--- config.mk ---
export PLATFORM = sky130hd
export DESIGN_NAME = ps2_rx_fifo_flat
export DESIGN_NICKNAME = d
export VERILOG_FILES = /design/src/rtl/ps2_rx_fifo_pkg.sv /design/src/rtl/ps2_rx_fifo_if.sv /design/src/rtl/ps2_rx_fifo_buf.sv /design/src/rtl/ps2_rx_fifo.sv /design/src/flat_wrapper.sv
export SDC_FILE = /design/constraint.sdc
export NUM_CORES = 1
export LEC_CHECK = 0
export CELL_PAD_IN_SITES_DETAIL_PLACEMENT = 1
export CELL_PAD_IN_SITES_GLOBAL_PLACEMENT = 1
export CORE_MARGIN = 4
export CORE_UTILIZATION = 54
export CTS_CLUSTER_DIAMETER = 100
export DETAILED_ROUTE_END_ITERATION = 8
export GPL_TIMING_DRIVEN = 0
export MAX_ROUTING_LAYER = met4
export PLACE_DENSITY = 0.94
export RECOVER_POWER = 100
export SETUP_SLACK_MARGIN = 0.05
export SKIP_CTS_REPAIR_TIMING = 1
export SLEW_MARGIN = 5
export SYNTH_ARGS = -nofsm -noshare
export SYNTH_HDL_FRONTEND = slang
export SYNTH_SLANG_ARGS = --single-unit
--- constraint.sdc ---
create_clock -name clk -period 6.8 [get_ports clk]
set_input_delay 0.68 -clock clk [delete_from_list [all_inputs] [get_ports clk]]
set_output_delay 0.68 -clock clk [all_outputs]
set_load 0.02 [all_outputs]
--- src/rtl/ps2_rx_fifo_pkg.sv ---
// ps2_pkg: receiver state encoding, frame constants and FIFO entry layout.
package ps2_pkg;
   typedef enum logic [1:0] {IDLE, DATA, PARITY, STOP} rx_state_e;
   localparam int DATA_BITS  = 8;
   localparam int FRAME_BITS = 11;
   localparam int BIT_CNT_W  = $clog2(DATA_BITS);
   localparam int DATA_LSB   = 0;
   localparam int PAR_BIT    = 8;
   localparam int FRM_BIT    = 9;
   localparam int ENTRY_W    = 10;
endpackage

--- src/rtl/ps2_rx_fifo_if.sv ---
// ps2_rx_fifo_if: show-ahead read port of the received-byte FIFO.
interface ps2_rx_fifo_if
   import ps2_pkg::*;
#(parameter int DEPTH = 8);
   logic                      rd_en;
   logic [DATA_BITS-1:0]      rd_data;
   logic                      rd_par_err;
   logic                      rd_frm_err;
   logic                      rd_valid;
   logic [$clog2(DEPTH):0]    fifo_count;
   modport slave (input rd_en, output rd_data, rd_par_err, rd_frm_err, rd_valid, fifo_count);
   modport master (output rd_en, input rd_data, rd_par_err, rd_frm_err, rd_valid, fifo_count);
endinterface

--- src/rtl/ps2_rx_fifo_buf.sv ---
// ps2_rx_fifo_buf: synchronous show-ahead FIFO with sticky overflow on dropped pushes.
module ps2_rx_fifo_buf #(
   parameter int W     = 10,
   parameter int DEPTH = 8
) (
   input  logic                   clk,
   input  logic                   rst_n,
   input  logic                   push,
   input  logic [W-1:0]           wr_data,
   input  logic                   pop,
   input  logic                   ovf_clr,
   output logic [W-1:0]           rd_data,
   output logic                   valid,
   output logic [$clog2(DEPTH):0] count,
   output logic                   overflow
);
   localparam int AW = $clog2(DEPTH);
   logic [W-1:0]  mem [DEPTH];
   logic [AW-1:0] wr_ptr, rd_ptr;
   logic          do_push, do_pop;
   assign valid   = count != '0;
   assign do_pop  = pop && valid;
   // a pop in the same cycle frees the slot, so a full FIFO still accepts
   assign do_push = push && (count != (AW+1)'(DEPTH) || do_pop);
   assign rd_data = valid ? mem[rd_ptr] : '0;
   always_ff @(posedge clk)
      if (do_push) mem[wr_ptr] <= wr_data;
   always_ff @(posedge clk)
      if (!rst_n) begin
         wr_ptr   <= '0;
         rd_ptr   <= '0;
         count    <= '0;
         overflow <= 1'b0;
      end else begin
         wr_ptr   <= wr_ptr + AW'(do_push);
         rd_ptr   <= rd_ptr + AW'(do_pop);
         count    <= count + (AW+1)'(do_push) - (AW+1)'(do_pop);
         overflow <= (push && !do_push) || (overflow && !ovf_clr);
      end
endmodule

--- src/rtl/ps2_rx_fifo.sv ---
// ps2_rx_fifo: PS/2 device-to-host frame receiver feeding a show-ahead byte FIFO.
module ps2_rx_fifo
   import ps2_pkg::*;
#(
   parameter int SYNC_STAGES    = 2,
   parameter int FIFO_DEPTH     = 8,
   parameter int TIMEOUT_CYCLES = 50000
) (
   input  logic         clk,
   input  logic         rst_n,
   input  logic         ps2_clk,
   input  logic         ps2_dat,
   input  logic         ovf_clr,
   ps2_rx_fifo_if.slave rd,
   output logic         overflow,
   output logic         timeout
);
   localparam int TW = $clog2(TIMEOUT_CYCLES + 1);
   logic [SYNC_STAGES-1:0] clk_sr, dat_sr;
   logic                   clk_prev, sync_clk, sync_dat, strobe, tmo_hit, push;
   logic [BIT_CNT_W-1:0]   bit_cnt;
   logic [DATA_BITS-1:0]   shreg;
   logic                   par_err;
   logic [TW-1:0]          tcnt;
   logic [ENTRY_W-1:0]     entry, head;
   rx_state_e              state, state_nx;
   assign sync_clk = clk_sr[SYNC_STAGES-1];
   assign sync_dat = dat_sr[SYNC_STAGES-1];
   assign strobe   = clk_prev && !sync_clk;
   assign tmo_hit  = state != IDLE && !strobe && tcnt == TW'(TIMEOUT_CYCLES - 1);
   always_ff @(posedge clk)
      if (!rst_n) begin
         clk_sr   <= '1;
         dat_sr   <= '1;
         clk_prev <= 1'b1;
      end else begin
         clk_sr   <= {clk_sr[SYNC_STAGES-2:0], ps2_clk};
         dat_sr   <= {dat_sr[SYNC_STAGES-2:0], ps2_dat};
         clk_prev <= sync_clk;
      end
   always_ff @(posedge clk)
      if (!rst_n) state <= IDLE;
      else        state <= state_nx;
   always_comb
      state_nx = tmo_hit           ? IDLE :
                 !strobe           ? state :
                 state == IDLE     ? (sync_dat ? IDLE : DATA) :
                 state == DATA     ? (bit_cnt == BIT_CNT_W'(DATA_BITS - 1) ? PARITY : DATA) :
                 state == PARITY   ? STOP : IDLE;
   always_comb begin
      push                            = strobe && state == STOP;
      entry                           = '0;
      entry[DATA_LSB +: DATA_BITS]    = shreg;
      entry[PAR_BIT]                  = par_err;
      entry[FRM_BIT]                  = ~sync_dat;
   end
   // idle time is only counted inside a frame; any strobe restarts the window
   always_ff @(posedge clk)
      if (!rst_n) begin
         bit_cnt <= '0;
         shreg   <= '0;
         par_err <= 1'b0;
         tcnt    <= '0;
         timeout <= 1'b0;
      end else begin
         timeout <= tmo_hit;
         tcnt    <= (strobe || state == IDLE || tmo_hit) ? '0 : tcnt + 1'b1;
         if (strobe && state == IDLE) bit_cnt <= '0;
         if (strobe && state == DATA) begin
            shreg   <= {sync_dat, shreg[DATA_BITS-1:1]};
            bit_cnt <= bit_cnt + 1'b1;
         end
         if (strobe && state == PARITY) par_err <= ~(^{shreg, sync_dat});
      end
   ps2_rx_fifo_buf #(.W(ENTRY_W), .DEPTH(FIFO_DEPTH)) u_buf (
      .clk      (clk),
      .rst_n    (rst_n),
      .push     (push),
      .wr_data  (entry),
      .pop      (rd.rd_en),
      .ovf_clr  (ovf_clr),
      .rd_data  (head),
      .valid    (rd.rd_valid),
      .count    (rd.fifo_count),
      .overflow (overflow)
   );
   assign rd.rd_data    = head[DATA_LSB +: DATA_BITS];
   assign rd.rd_par_err = head[PAR_BIT];
   assign rd.rd_frm_err = head[FRM_BIT];
endmodule
--- src/flat_wrapper.sv ---
// flat-port wrapper written by rule: the top's interface ports become plain ports
module ps2_rx_fifo_flat import ps2_pkg::*;
#(
   parameter int SYNC_STAGES    = 2,
   parameter int FIFO_DEPTH     = 8,
   parameter int TIMEOUT_CYCLES = 50000
)
  (clk, rst_n, ps2_clk, ps2_dat, ovf_clr, overflow, timeout, rd_rd_en, rd_rd_data, rd_rd_par_err, rd_rd_frm_err, rd_rd_valid, rd_fifo_count);
  ps2_rx_fifo_if rd_i ();
  input  logic clk;
  input  logic rst_n;
  input  logic ps2_clk;
  input  logic ps2_dat;
  input  logic ovf_clr;
  output logic overflow;
  output logic timeout;
  input wire logic [$bits(rd_i.rd_en)-1:0] rd_rd_en;
  output wire logic [$bits(rd_i.rd_data)-1:0] rd_rd_data;
  output wire logic [$bits(rd_i.rd_par_err)-1:0] rd_rd_par_err;
  output wire logic [$bits(rd_i.rd_frm_err)-1:0] rd_rd_frm_err;
  output wire logic [$bits(rd_i.rd_valid)-1:0] rd_rd_valid;
  output wire logic [$bits(rd_i.fifo_count)-1:0] rd_fifo_count;
  assign rd_i.rd_en = rd_rd_en;
  assign rd_rd_data = rd_i.rd_data;
  assign rd_rd_par_err = rd_i.rd_par_err;
  assign rd_rd_frm_err = rd_i.rd_frm_err;
  assign rd_rd_valid = rd_i.rd_valid;
  assign rd_fifo_count = rd_i.fifo_count;
  ps2_rx_fifo #(.SYNC_STAGES(SYNC_STAGES), .FIFO_DEPTH(FIFO_DEPTH), .TIMEOUT_CYCLES(TIMEOUT_CYCLES)) u_core (.clk(clk), .rst_n(rst_n), .ps2_clk(ps2_clk), .ps2_dat(ps2_dat), .ovf_clr(ovf_clr), .rd(rd_i), .overflow(overflow), .timeout(timeout));
endmodule
==> Yosys cells after proc, flatten, opt, wreduce, memory -nomap -nowiden <==
Memory sizes are Yosys's and may differ from the RTL's. A register that Yosys moved wholly into a read port is not among the register bits.
Cells that the tools add are included.
{ "totals": {"input_bits": 6, "mem_bits_rw": 80, "n_memories": 1, "ff_bits": 47, "wordCells": 66, "output_inout_bits": 17} }
{ "op_classes": {"reduce_logical": 26, "bitwise_logic": 3, "n_eq_ne": 6, "addsub": 6, "muxes": 11} }
{ "mem_list": {"columns": ["memory", "words", "word_bits", "rd", "rd_ports_with_merged_regs", "wr", "line_no", "text"], "rows": [
  ["u_core.u_buf.mem", 8, 10, 1, 1, 1, "ps2_rx_fifo_buf.sv:18", "logic [W-1:0] mem [DEPTH];"]
]} }
{ "op_table": {"columns": ["cell", "count"], "rows": [
  ["$add A16 B1 Y16 const B", 1],
  ["$eq A16 B16 Y1 const B", 1],
  ["$logic_and A1 B1 Y1", 11],
  ["$mux W10", 1],
  ["$mux W3", 3],
  ["$reduce_xor A9 Y1", 1],
  ["$mux W2", 4],
  ["$add A3 B1 Y3", 2],
  ["$add A4 B1 Y4", 1],
  ["$eq A2 B2 Y1 const B", 2],
  ["$logic_not A1 Y1", 4],
  ["$logic_or A1 B1 Y1", 4],
  ["$ne A4 B4 Y1 const B", 1],
  ["$reduce_bool A2 Y1", 2],
  ["$reduce_bool A4 Y1", 1],
  ["$reduce_or A2 Y1", 2],
  ["$sub A4 B1 Y4", 1],
  ["$add A3 B1 Y3 const B", 1],
  ["$eq A3 B3 Y1 const B", 1],
  ["$mux W1", 3],
  ["$not A1 Y1", 3],
  ["$eq A2 B1 Y1 const B", 1],
  ["$logic_not A2 Y1", 1]
]} }

==> Depth between registers and ports, before layout <==
Gate-level depths: netlist of the first run.
{ "logic_depth": {"word_depth": 7, "ltp_mapped": 12, "mapped_depth_nobuf": 12} }

==> Modules after synthesis <==
A second synthesis of the first run with hierarchy kept.
{ "unflattened": {"hier_cells": 363, "hier_area_um2": 5196.2} }
{ "modules_own_cells": {"columns": ["mod", "instances", "area_per_inst_um2", "seq_area_each_um2", "cells_per_inst"], "rows": [
  ["ps2_rx_fifo_buf", 1, 3617.2, 2622.5, 187],
  ["ps2_rx_fifo", 1, 1579.0, 720.7, 176]
]} }

==> Least setup slack after synthesis of the first run <==
No wires, ideal clock.
{ "synth_path": {"kind": "flip-flop to flip-flop", "startpoint": "reg u_core.u_buf.count[2]", "endpoint": "mem u_core.u_buf.mem[2][0] (enable)", "n_path_buf": 0, "t_arrival_ns": 2.276, "synth_period_minus_slack_ns": 2.683, "slack_ns": 4.117, "t_required_ns": 6.393, "setup_time_ns": 0.407, "stages_incl_launch_ff": 7, "cell_sequence": "dfxtp_1 inv_1 ha_1 nand2b_1 nand3_1 nand2b_1 nor4b_1"} }
{ "synth_via": {"elab_chain_len": 6, "word_cells_on_any_way": 7, "cone_classes": "eq/ne: 1; mux: 2; reduce/logical: 4"} }
{ "synth_lines": {"columns": ["item", "line_no", "text"], "rows": [
  ["from (decl)", "ps2_rx_fifo_buf.sv:14", "output logic [$clog2(DEPTH):0] count,"],
  ["from (signal assigned)", "ps2_rx_fifo_buf.sv:37", "count <= count + (AW+1)'(do_push) - (AW+1)'(do_pop);"],
  ["$reduce_bool A4 Y1", "ps2_rx_fifo_buf.sv:21", "assign valid = count != '0;"],
  ["$logic_and A1 B1 Y1", "ps2_rx_fifo_buf.sv:22", "assign do_pop = pop && valid;"],
  ["$logic_or A1 B1 Y1 (*)", "ps2_rx_fifo_buf.sv:24", "assign do_push = push && (count != (AW+1)'(DEPTH) || do_pop);"],
  ["$logic_and A1 B1 Y1 (*)", "ps2_rx_fifo_buf.sv:24", null],
  ["$mux W1 (*)", "ps2_rx_fifo_buf.sv:27", "if (do_push) mem[wr_ptr] <= wr_data;"],
  ["$mux W1 (not written as such) (*)", "ps2_rx_fifo_buf.sv:27", null],
  ["to (decl)", "ps2_rx_fifo_buf.sv:18", null]
]} }
Mark *: on every way between the ends. The rest lies on a longest branch, timed or not.

==> flow_summary_export.csv, run 1 <==
group,metric,value,unit
final_layout,layout.cells.non_filler,551,
cts,cts.sinks,127,
global_route,grt_pass1_vias,3594,
placement,dp_hpwl,7990,um
detailed_routing,ant_nets,0,
synth,yosysSeqAreaShare,63.7,%
cts,path_clk_slew,0.06,ns
synth,avgSynthCellArea,14.5,um^2
synth,async_flop_share,0,%
final_layout,final_cell_mix,"edfxtp_1 (80), dfxtp_1 (47), nor2_1 (27), nand2_1 (21), mux4_2 (20)",
run_status,violations,"max-capacitance violations, max-slew violations",
final_layout,antenna-diode-count,0,
cts,cts_tree,"done",
final_layout,area_delta_synth_final,20.6,%
job,maxCapViolCount,2,
final_layout,post-route-cell-area,6330,um^2
sta,finalCritPeriodShare,52.4,%
placement,dp.cells,519,
final_layout,nets,429,
sta,finalSetupViolCount,0,
power_and_ir_drop,netSwitchingFraction,25.6,%
power_and_ir_drop,p_switching,0.619,mW
floorplanning,core_area,9370,um^2
floorplanning,start_util,56.0,%
synth,synthCells,363,
floorplanning,rows,35,
worst_setup_path,cp-end-kind,"output pin",
floorplanning,pin_count,23,
global_route,grt_max_degree,17,
floorplanning,die_h,107,um
sta,hold_ws,0.423,ns
final_layout,fill_cells,906,
cts,cts.htree.levels,4,
sta,final-max-slew-violation-count,22,
power_and_ir_drop,ir_worst_vdd,0.000224,V
floorplanning,dieArea,11400,um^2
sta,period_needed,3.56,ns
worst_setup_path,crit_start,"u_core.u_buf.rd_ptr[1]",
placement,placedInstanceArea,5720,um^2
worst_setup_path,critPathSlowestCell,"dlygate4sd3_1",
run_status,outcome,"finished, violations left",
detailed_routing,wire_per_inst,23.9,um
sta,finClkSkew,0.0143,ns
power_and_ir_drop,seqPwrFrac,34.8,%
synth,synth.distinct_cells,45,
worst_hold_path,hold_start,"u_core.dat_sr[0]",
floorplanning,die_w,107,um
cts,numCtsBuffers,17,
cts,clock_path_buffers,2,
detailed_routing,vias_per_cell,5.73,
detailed_routing,firstDrtPassIters,4,
final_layout,layout_commonest_cell,"edfxtp_1",
sta,fmax,281,MHz
placement,gp_congestion,0.777,
detailed_routing,drt_iter0_markers,227,
cts,clock_latency,0.51,ns
worst_setup_path,worst-setup-path-type,"register to output pin",
sta,rsz0062_at_grt,"no",
synth,synth_area,5250,um^2
worst_setup_path,cp_data_arrival_time,2.88,ns
cts,root_buffer,"clkbuf_8",
detailed_routing,wl,13200,um
worst_setup_path,start_kind,"register",
power_and_ir_drop,combPwrFrac,20.1,%
synth,yosys_warnings,0,
sta,slew_headroom,-33.4,%
worst_hold_path,hold_path.class,"register to register",
global_route,antenna_found_initial,0,
detailed_routing,vias,3159,
synth,ys_ff_latch,127,
power_and_ir_drop,clockPowerShare,45.1,%
global_route,grt.total_usage,26.3,%
detailed_routing,drc,0,
global_route,overflow,0,
synth,syn_nets,383,
sta,hold_viol_final,0,
worst_setup_path,critPathMaxStageDelay,0.67,ns
power_and_ir_drop,powerDensity,382,nW/um^2
global_route,grt_pass1_wl,21000,um
placement,port_buffers,22,
power_and_ir_drop,power.total,2.42,mW
power_and_ir_drop,leakage,2.18,nW
worst_setup_path,worstReg2RegStart,"u_core.state[1]",
sta,final.setup.tns,0,ns
worst_setup_path,worstPathRequired,6.12,ns
synth,synth_edf_count,80,
power_and_ir_drop,intPower,1.80,mW
synth,synth_ff_type,"edfxtp_1",
worst_setup_path,crit_fanout,10,
sta,tightest_slew,2.00,ns
final_layout,layout-drive-gt1-share,16.4,%
worst_setup_path,cp_cell_sequence,"clkbuf_1, mux4_2, mux2i_1, nor2_1, dlygate4sd3_1",
-- area by class of cell --
cell class	count	area, um^2	area share [%]
Buffer	15	61.3	0.968
Clock buffer	18	428	6.75
Clock inverter	14	287	4.52
Inverter	13	48.8	0.770
Multi-Input combinational cell	208	1770	27.9
Sequential cell	127	3340	52.8
Tap cell	129	161	2.55
Timing Repair Buffer	27	239	3.77
-- kinds of logic (layout without fill, tap and decap cells) --
| logic type | after synthesis | count (layout) | share of synthesized area (%) |
|---|---|---|---|
| adder cells (fa/ha/maj) | 14 | 14 | 3.48 |
| buffers and inverters | 28 | 87 | 2.60 |
| XOR/XNOR | 24 | 24 | 4.27 |
| AND/OR/NAND/NOR | 114 | 114 | 12.6 |
| AO/OA/AOI/OAI | 25 | 25 | 2.72 |
| flip-flops | 127 | 127 | 63.7 |
| multiplexers | 31 | 31 | 10.7 |
-- critical path: cells and delay by family (launching register included) --
| family | cells | cell delay, ns |
|---|---|---|
| buf+inv | 2 | 1.25 |
| mux | 2 | 0.68 |
| flops | 1 | 0.38 |
| simple gates | 1 | 0.06 |
-- synth_stat cells (2+ instances only) --
cell type | n | area [um^2]
edfxtp_1 | 80 | 2400
dfxtp_1 | 47 | 941
nor2_1 | 27 | 101
nand2_1 | 21 | 78.8
mux4_2 | 20 | 450
a21oi_1 | 15 | 75.1
xnor2_1 | 15 | 131
ha_1 | 13 | 163
inv_1 | 13 | 48.8
mux2i_1 | 10 | 100
and2_1 | 9 | 56.3
nand3_1 | 9 | 45.0
nor2_4 | 8 | 90.1
xor2_1 | 8 | 70.1
nand2b_1 | 7 | 43.8
buf_2 | 6 | 30.0
clkbuf_1 | 6 | 22.5
nand4_1 | 6 | 37.5
nor3_1 | 6 | 30.0
o21ai_0 | 4 | 20.0
nor3b_1 | 3 | 22.5
nor4_1 | 3 | 18.8
nor4b_1 | 3 | 26.3
and4_1 | 2 | 17.5
nor2_2 | 2 | 12.5
-- state kept, by name (all words and copies together), names as in the netlist --
register,flops
u_core.state,2
u_core.u_buf.mem,80
u_core.u_buf.count,4
u_core.clk_prev,1
u_core.u_buf.overflow,1
u_core.shreg,8
u_core.timeout,1
u_core.u_buf.rd_ptr,3
u_core.par_err,1
u_core.bit_cnt,3
u_core.clk_sr,2
u_core.u_buf.wr_ptr,3
u_core.tcnt,16
u_core.dat_sr,2
-- power by group through the flow --
stage / clock [mW] / sequential, mW / combinational [mW]
final: 1.09 / 0.844 / 0.486
after global routing: 1.14 / 0.846 / 0.527
after CTS: 1.10 / 0.844 / 0.519
after detailed placement: 0 / 0.859 / 0.505
after global placement: 0 / 0.858 / 0.472
after floorplan: 0 / 0.869 / 0.304
-- metrics by stage --
stage | utilization [%] | setup WS (ns)
2_1_floorplan | - | 4.12
3_3_place_gp | 60.1 | 2.71
3_5_place_dp | 61.0 | 3.64
4_1_cts | 68.6 | 3.32
5_1_grt | 67.6 | 3.14
6_report | 67.6 | 3.24
-- per-layer routing --
metal | vias to the layer above | global-route usage, % | share of wire (%)
met5 | - | - | 0
met4 | 0 | 9.41 | 1.0
met3 | 10 | 6.32 | 4.5
met1 | 1626 | 28.9 | 38
met2 | 94 | 46.7 | 56
li1 | 1429 | - | -
-- path summary, 6_finish.rpt --
check / slack [ns] / endpoint / depth (start not counted)
setup / recovery: 3.24 / rd_rd_data[2] / 5
hold / removal: 0.42 / u_core.dat_sr[1] / 1
setup reg to reg: 3.35 / u_core.u_buf.mem[3][1] / 6
hold reg to reg: 0.42 / u_core.dat_sr[1] / 1
Note: power is estimated with default switching activity, not from simulation.
==> run 2: changes to the inputs <==
- CORE_UTILIZATION: 54 -> 46
- PLACE_DENSITY: 0.94 -> 0.87
- clock period: 6.8 -> 3 ns (I/O delays scaled with it)
==> flow_summary_export.csv, run 2 (synthesis gave the netlist of run 1 again) <==
group,metric,value,unit
detailed_routing,wl,11300,um
worst_hold_path,min_to,"u_core.dat_sr[1]",
worst_hold_path,hold_start,"u_core.dat_sr[0]",
detailed_routing,firstDrtPassIters,4,
power_and_ir_drop,leakage,2.11,nW
sta,finClkSkew,0.0130,ns
power_and_ir_drop,netSwitchingFraction,26.3,%
detailed_routing,vias_per_cell,5.42,
sta,final-max-slew-violation-count,0,
sta,period_needed,2.81,ns
job,maxCapViolCount,0,
global_route,antenna_found_initial,0,
worst_setup_path,cp_data_arrival_time,2.92,ns
worst_hold_path,hold_depth,1,
sta,fmax,356,MHz
final_layout,final_cell_mix,"edfxtp_1 (80), dfxtp_1 (47), nor2_1 (27), nand2_1 (21), mux4_2 (20)",
final_layout,layout_commonest_cell,"edfxtp_1",
floorplanning,die_h,115,um
final_layout,antenna-diode-count,0,
cts,clock_latency,0.42,ns
detailed_routing,ant_nets,0,
worst_setup_path,crit_fanout,9,
power_and_ir_drop,p_switching,1.34,mW
sta,fin_ws,0.194,ns
power_and_ir_drop,powerDensity,812,nW/um^2
worst_setup_path,reg2reg_to,"u_core.u_buf.mem[0][5]",
global_route,grt_max_degree,17,
global_route,grt_pass1_vias,3285,
worst_setup_path,start_kind,"register",
global_route,overflow,0,
final_layout,area_delta_synth_final,19.0,%
placement,dpl_worst_slack,0.289,ns
detailed_routing,drt_iter0_markers,173,
cts,clock_path_buffers,2,
global_route,grt_pass1_wl,18400,um
floorplanning,start_util,47.8,%
power_and_ir_drop,clockPowerShare,40.4,%
detailed_routing,vias,3043,
worst_setup_path,rrSetupSlack,0.19,ns
worst_setup_path,worst-setup-path-type,"register to register",
worst_setup_path,cp-end-kind,"register",
floorplanning,core_area,11000,um^2
placement,dp_hpwl,7680,um
sta,finalSetupViolCount,0,
final_layout,nets,428,
power_and_ir_drop,combPwrFrac,21.9,%
worst_setup_path,worstRegToRegCells,5,
final_layout,largest_reg_flops,80,
sta,rsz0062_at_grt,"no",
detailed_routing,drc,0,
detailed_routing,wire_per_inst,20.1,um
cts,numCtsBuffers,17,
placement,gp_congestion,0.765,
cts,cts.sinks,127,
power_and_ir_drop,intPower,3.74,mW
sta,finalCritPeriodShare,93.5,%
cts,path_clk_slew,0.06,ns
floorplanning,rows,38,
cts,cts_tree,"done",
floorplanning,dieArea,13200,um^2
cts,root_buffer,"clkbuf_16",
worst_setup_path,worstPathRequired,3.11,ns
sta,slew_headroom,12.7,%
final_layout,top_register,"u_core.u_buf.mem",
sta,tightest_slew,1.30,ns
worst_setup_path,worstReg2RegStart,"u_core.state[1]",
power_and_ir_drop,ir_worst_vdd,0.000495,V
sta,hold_viol_final,0,
final_layout,layout-drive-gt1-share,16.6,%
power_and_ir_drop,seqPwrFrac,37.7,%
placement,port_buffers,22,
global_route,grt.total_usage,19.4,%
run_status,outcome,"finished, final reports clean",
floorplanning,pin_count,23,
floorplanning,die_w,115,um
power_and_ir_drop,power.total,5.07,mW
worst_hold_path,hold_path.class,"register to register",
final_layout,top_regs,"u_core.u_buf.mem (80), u_core.tcnt (16), u_core.shreg (8)",
cts,cts.htree.levels,4,
## run 2: power groups by stage
stage / sequential (mW) / clock (mW) / combinational [mW]
floorplan: 1.97 / 0 / 0.689
global placement: 1.95 / 0 / 1.08
detailed placement: 1.95 / 0 / 1.12
CTS: 1.91 / 2.07 / 1.15
global route: 1.92 / 2.17 / 1.22
finish: 1.91 / 2.05 / 1.11
## run 2: worst max path at each step
stage                                      start                      to  cells past startpoint
after global placement                  rd_rd_en  u_core.u_buf.mem[4][3]                      5
final                            u_core.state[1]  u_core.u_buf.mem[0][5]                      5
after global routing             u_core.state[1]  u_core.u_buf.mem[0][5]                      5
after floorplan            u_core.u_buf.count[2]  u_core.u_buf.mem[2][0]                      6
after CTS                 u_core.u_buf.rd_ptr[0]           rd_rd_data[7]                      5
after detailed placement                rd_rd_en  u_core.u_buf.mem[7][2]                      7
## run 2: per-layer routing
metal  wire length (um)  track usage [%]  vias to the layer above
met1               4670             22.2                     1547
li1                   -                -                     1428
met4                152             6.65                        0
met5                  0                -                        -
met3                365             4.21                       14
met2               6090             33.6                       54
## run 2: area by class of cell
class | instances | area (um^2)
fillers | 1078 | 4730
flip-flops and latches | 127 | 3340
multi-input cells | 208 | 1790
clock buffers | 22 | 454
repair buffers | 26 | 239
well taps | 140 | 175
clock inverters | 10 | 138
plain buffers | 15 | 63.8
inverters | 13 | 48.8
## run 2: worst max-delay path, stage by stage (launching register included)
cell,delay [ns]
dfxtp_1,0.31
clkbuf_1,0.28
nand4b_1,0.21
nand2b_1,0.33
nor4_1,1.04
buf_4,0.33
## run 2: stage by stage
step / instances / TNS, ns / area [um^2] / utilization [%] / hold slack [ns]
after floorplan: 363 / 0 / 5250 / - / 0.373
after global placement: 525 / -12.55 / 5650 / 51.4 / 0.394
after detailed placement: 529 / 0 / 5720 / 52.0 / 0.405
after CTS: 561 / 0 / 6310 / 57.4 / 0.421
after global routing: 561 / 0 / 6250 / 56.9 / 0.439
final: 561 / 0 / 6250 / 56.9 / 0.417
==> run 3: changes to the inputs <==
- ABC_AREA: default -> 1
- CORE_UTILIZATION: 46 -> 43
- PLACE_DENSITY: 0.87 -> default
- PLACE_DENSITY_LB_ADDON: default -> 0.1
==> flow_summary_export.csv, run 3 <==
group,metric,value,unit
worst_setup_path,cp_cell_sequence,"clkbuf_1, o21ai_0, o21ai_1, o21ai_1, nor2_1, dlygate4sd3_1",
worst_setup_path,critical_path.most_common_cell,"o21ai_1",
detailed_routing,wl,13300,um
final_layout,fin_util,52.7,%
worst_setup_path,crit_start,"u_core.u_buf.rd_ptr[1]",
synth,ys_ff_latch,127,
final_layout,final_cell_mix,"nor2_1 (86), edfxtp_1 (80), nand2_1 (69), dfxtp_1 (47), inv_1 (45)",
detailed_routing,wire_per_inst,17.5,um
synth,synth_area,5390,um^2
sta,tightest_slew,1.26,ns
detailed_routing,drt_iter0_markers,190,
sta,finClkSkew,0.0124,ns
placement,port_buffers,21,
worst_setup_path,crit_fanout,10,
sta,period_needed,2.83,ns
synth,avgSynthCellArea,10.0,um^2
synth,syn_nets,557,
detailed_routing,vias_per_cell,5.15,
sta,finalCritPeriodShare,94.5,%
cts,cts.htree.levels,4,
worst_setup_path,cp-end-kind,"output pin",
placement,dp_hpwl,8980,um
worst_setup_path,worstPathRequired,2.70,ns
worst_setup_path,reg2reg_to,"u_core.u_buf.mem[4][8]",
detailed_routing,firstDrtPassIters,4,
synth,synth.distinct_cells,35,
job,maxCapViolCount,0,
synth,synth_edf_count,80,
worst_setup_path,cp_data_arrival_time,2.53,ns
worst_setup_path,critPathMaxStageDelay,0.69,ns
final_layout,layout-drive-gt1-share,8.95,%
synth,ys_top_cells_by_area,"edfxtp_1 (45%), dfxtp_1 (17%), nor2_1 (5.8%), nand2_1 (4.6%), o21ai_1 (3.2%)",
synth,synth.most_common_cell,"nor2_1",
synth,yosys_warnings,0,
floorplanning,start_util,44.3,%
global_route,grt_pass1_vias,4092,
sta,hold_viol_final,0,
synth,synth_ff_type,"edfxtp_1",
floorplanning,die_w,120,um
final_layout,nets,599,
synth,async_flop_share,0,%
cts,root_buffer,"clkbuf_16",
detailed_routing,vias,3913,
synth,ys_top_cells_by_count,"nor2_1 (84), edfxtp_1 (80), nand2_1 (66), dfxtp_1 (47), inv_1 (44)",
worst_setup_path,path_depth,6,
sta,slew_headroom,15.6,%
final_layout,largest_reg_flops,80,
cts,cts.sinks,127,
detailed_routing,ant_nets,0,
worst_setup_path,worstReg2RegStart,"u_core.u_buf.count[2]",
worst_setup_path,rrSetupSlack,0.28,ns
sta,finalSetupViolCount,0,
worst_hold_path,hold_path.class,"input port to register",
cts,numCtsBuffers,17,
worst_setup_path,cpLargestDelayFamily,"buffers and inverters",
sta,rsz0062_at_grt,"no",
final_layout,antenna-diode-count,0,
worst_setup_path,worstRegToRegCells,7,
power_and_ir_drop,ir_worst_vdd,0.000284,V
final_layout,top_regs,"u_core.u_buf.mem (80), u_core.tcnt (16), u_core.shreg (8)",
final_layout,fill_cells,1364,
global_route,grt_max_degree,17,
floorplanning,rows,40,
worst_setup_path,worst-path-buf-inv,2,
final_layout,top_register,"u_core.u_buf.mem",
power_and_ir_drop,leakage,2.29,nW
run_status,outcome,"finished, final reports clean",
power_and_ir_drop,power.total,5.19,mW
synth,synthCells,537,
worst_setup_path,critPathSlowestCell,"dlygate4sd3_1",
final_layout,area_delta_synth_final,18.9,%
power_and_ir_drop,powerDensity,809,nW/um^2
synth,yosysSeqAreaShare,62.0,%
sta,fmax,353,MHz
global_route,grt.total_usage,20.3,%
sta,final-max-slew-violation-count,0,
global_route,overflow,0,
worst_setup_path,start_kind,"register",
final_layout,layout_commonest_cell,"nor2_1",
cts,path_clk_slew,0.05,ns
global_route,grt_pass1_wl,21500,um
floorplanning,dieArea,14400,um^2
detailed_routing,drc,0,
cts,cts_tree,"done",
synth,synth_top_area_share,44.5,%
worst_setup_path,crit_path_end,"rd_rd_data[6]",
placement,gp_congestion,0.827,
cts,clock_latency,0.42,ns
global_route,antenna_found_initial,0,
worst_setup_path,worst-setup-path-type,"register to output pin",
floorplanning,die_h,120,um
floorplanning,pin_count,23,
cts,clock_path_buffers,2,
synth,yosysTopAreaCell,"edfxtp_1",
floorplanning,core_area,12200,um^2
## run 3: how the worst min path moves through the flow
| stage | depth (start not counted) | from | endpoint | slack (ns) |
|---|---|---|---|---|
| after floorplan | 2 | u_core.clk_sr[1] | u_core.clk_prev | 0.39 |
| after global placement | 1 | u_core.dat_sr[0] | u_core.dat_sr[1] | 0.40 |
| after detailed placement | 1 | u_core.clk_sr[0] | u_core.clk_sr[1] | 0.40 |
| after CTS | 3 | rst_n | u_core.shreg[7] | 0.23 |
| after global routing | 3 | rst_n | u_core.shreg[7] | 0.36 |
| final | 3 | rst_n | u_core.shreg[7] | 0.30 |
## run 3: logic make-up (layout without fill, tap and decap cells)
family | after synthesis | after routing | synth area share (%)
buffers and inverters | 69 | 124 | 5.13
and+or+nand+nor | 211 | 211 | 17.2
AOI/OAI and AO/OA | 101 | 101 | 9.61
muxes | 10 | 10 | 1.86
xor gates and xnor gates | 5 | 5 | 0.812
DFF | 127 | 127 | 62.0
adders and majority gates | 14 | 14 | 3.39
## run 3: routing by layer
layer	share of wire (%)	global-route usage, %
met3	2.8	4.38
met4	1.6	8.30
met2	48	32.3
met5	0	-
met1	47	25.2
## run 3: worst reg2reg max path: stages (launching register included)
cell and delay, ns:
dfxtp_1 0.32, inv_1 0.07, ha_1 0.20, nand2_1 0.18, nand2_1 0.13, nand3_1 0.09, nand2_1 0.28, nor3_1 1.06
## run 3: area by class of cell
type	count	area, um^2	share of cell area [%]
Buffer	18	78.8	1.23
Clock buffer	17	425	6.63
Clock inverter	15	175	2.73
Inverter	51	191	2.99
Multi-Input combinational cell	341	1770	27.6
Sequential cell	127	3340	52.1
Tap cell	168	210	3.28
Timing Repair Buffer	23	218	3.40
## run 3: power by group
part           leakage [nW]  switching [mW]  internal [mW]
clock                 0.292           0.734           1.37
combinational         0.904           0.736          0.431
sequential             1.09          0.0446           1.88
## run 3: per-stage QoR
| stage | setup TNS [ns] | worst slack (ns) | hold slack [ns] | area (um^2) | std cells |
|---|---|---|---|---|---|
| floorplan | 0 | 0.501 | 0.392 | 5390 | 537 |
| global placement | -0.470 | -0.0290 | 0.395 | 5810 | 726 |
| detailed placement | 0 | 0.332 | 0.401 | 5860 | 728 |
| CTS | 0 | 0.130 | 0.233 | 6460 | 760 |
| global route | 0 | 0.0288 | 0.356 | 6410 | 760 |
| finish | 0 | 0.166 | 0.302 | 6410 | 760 |
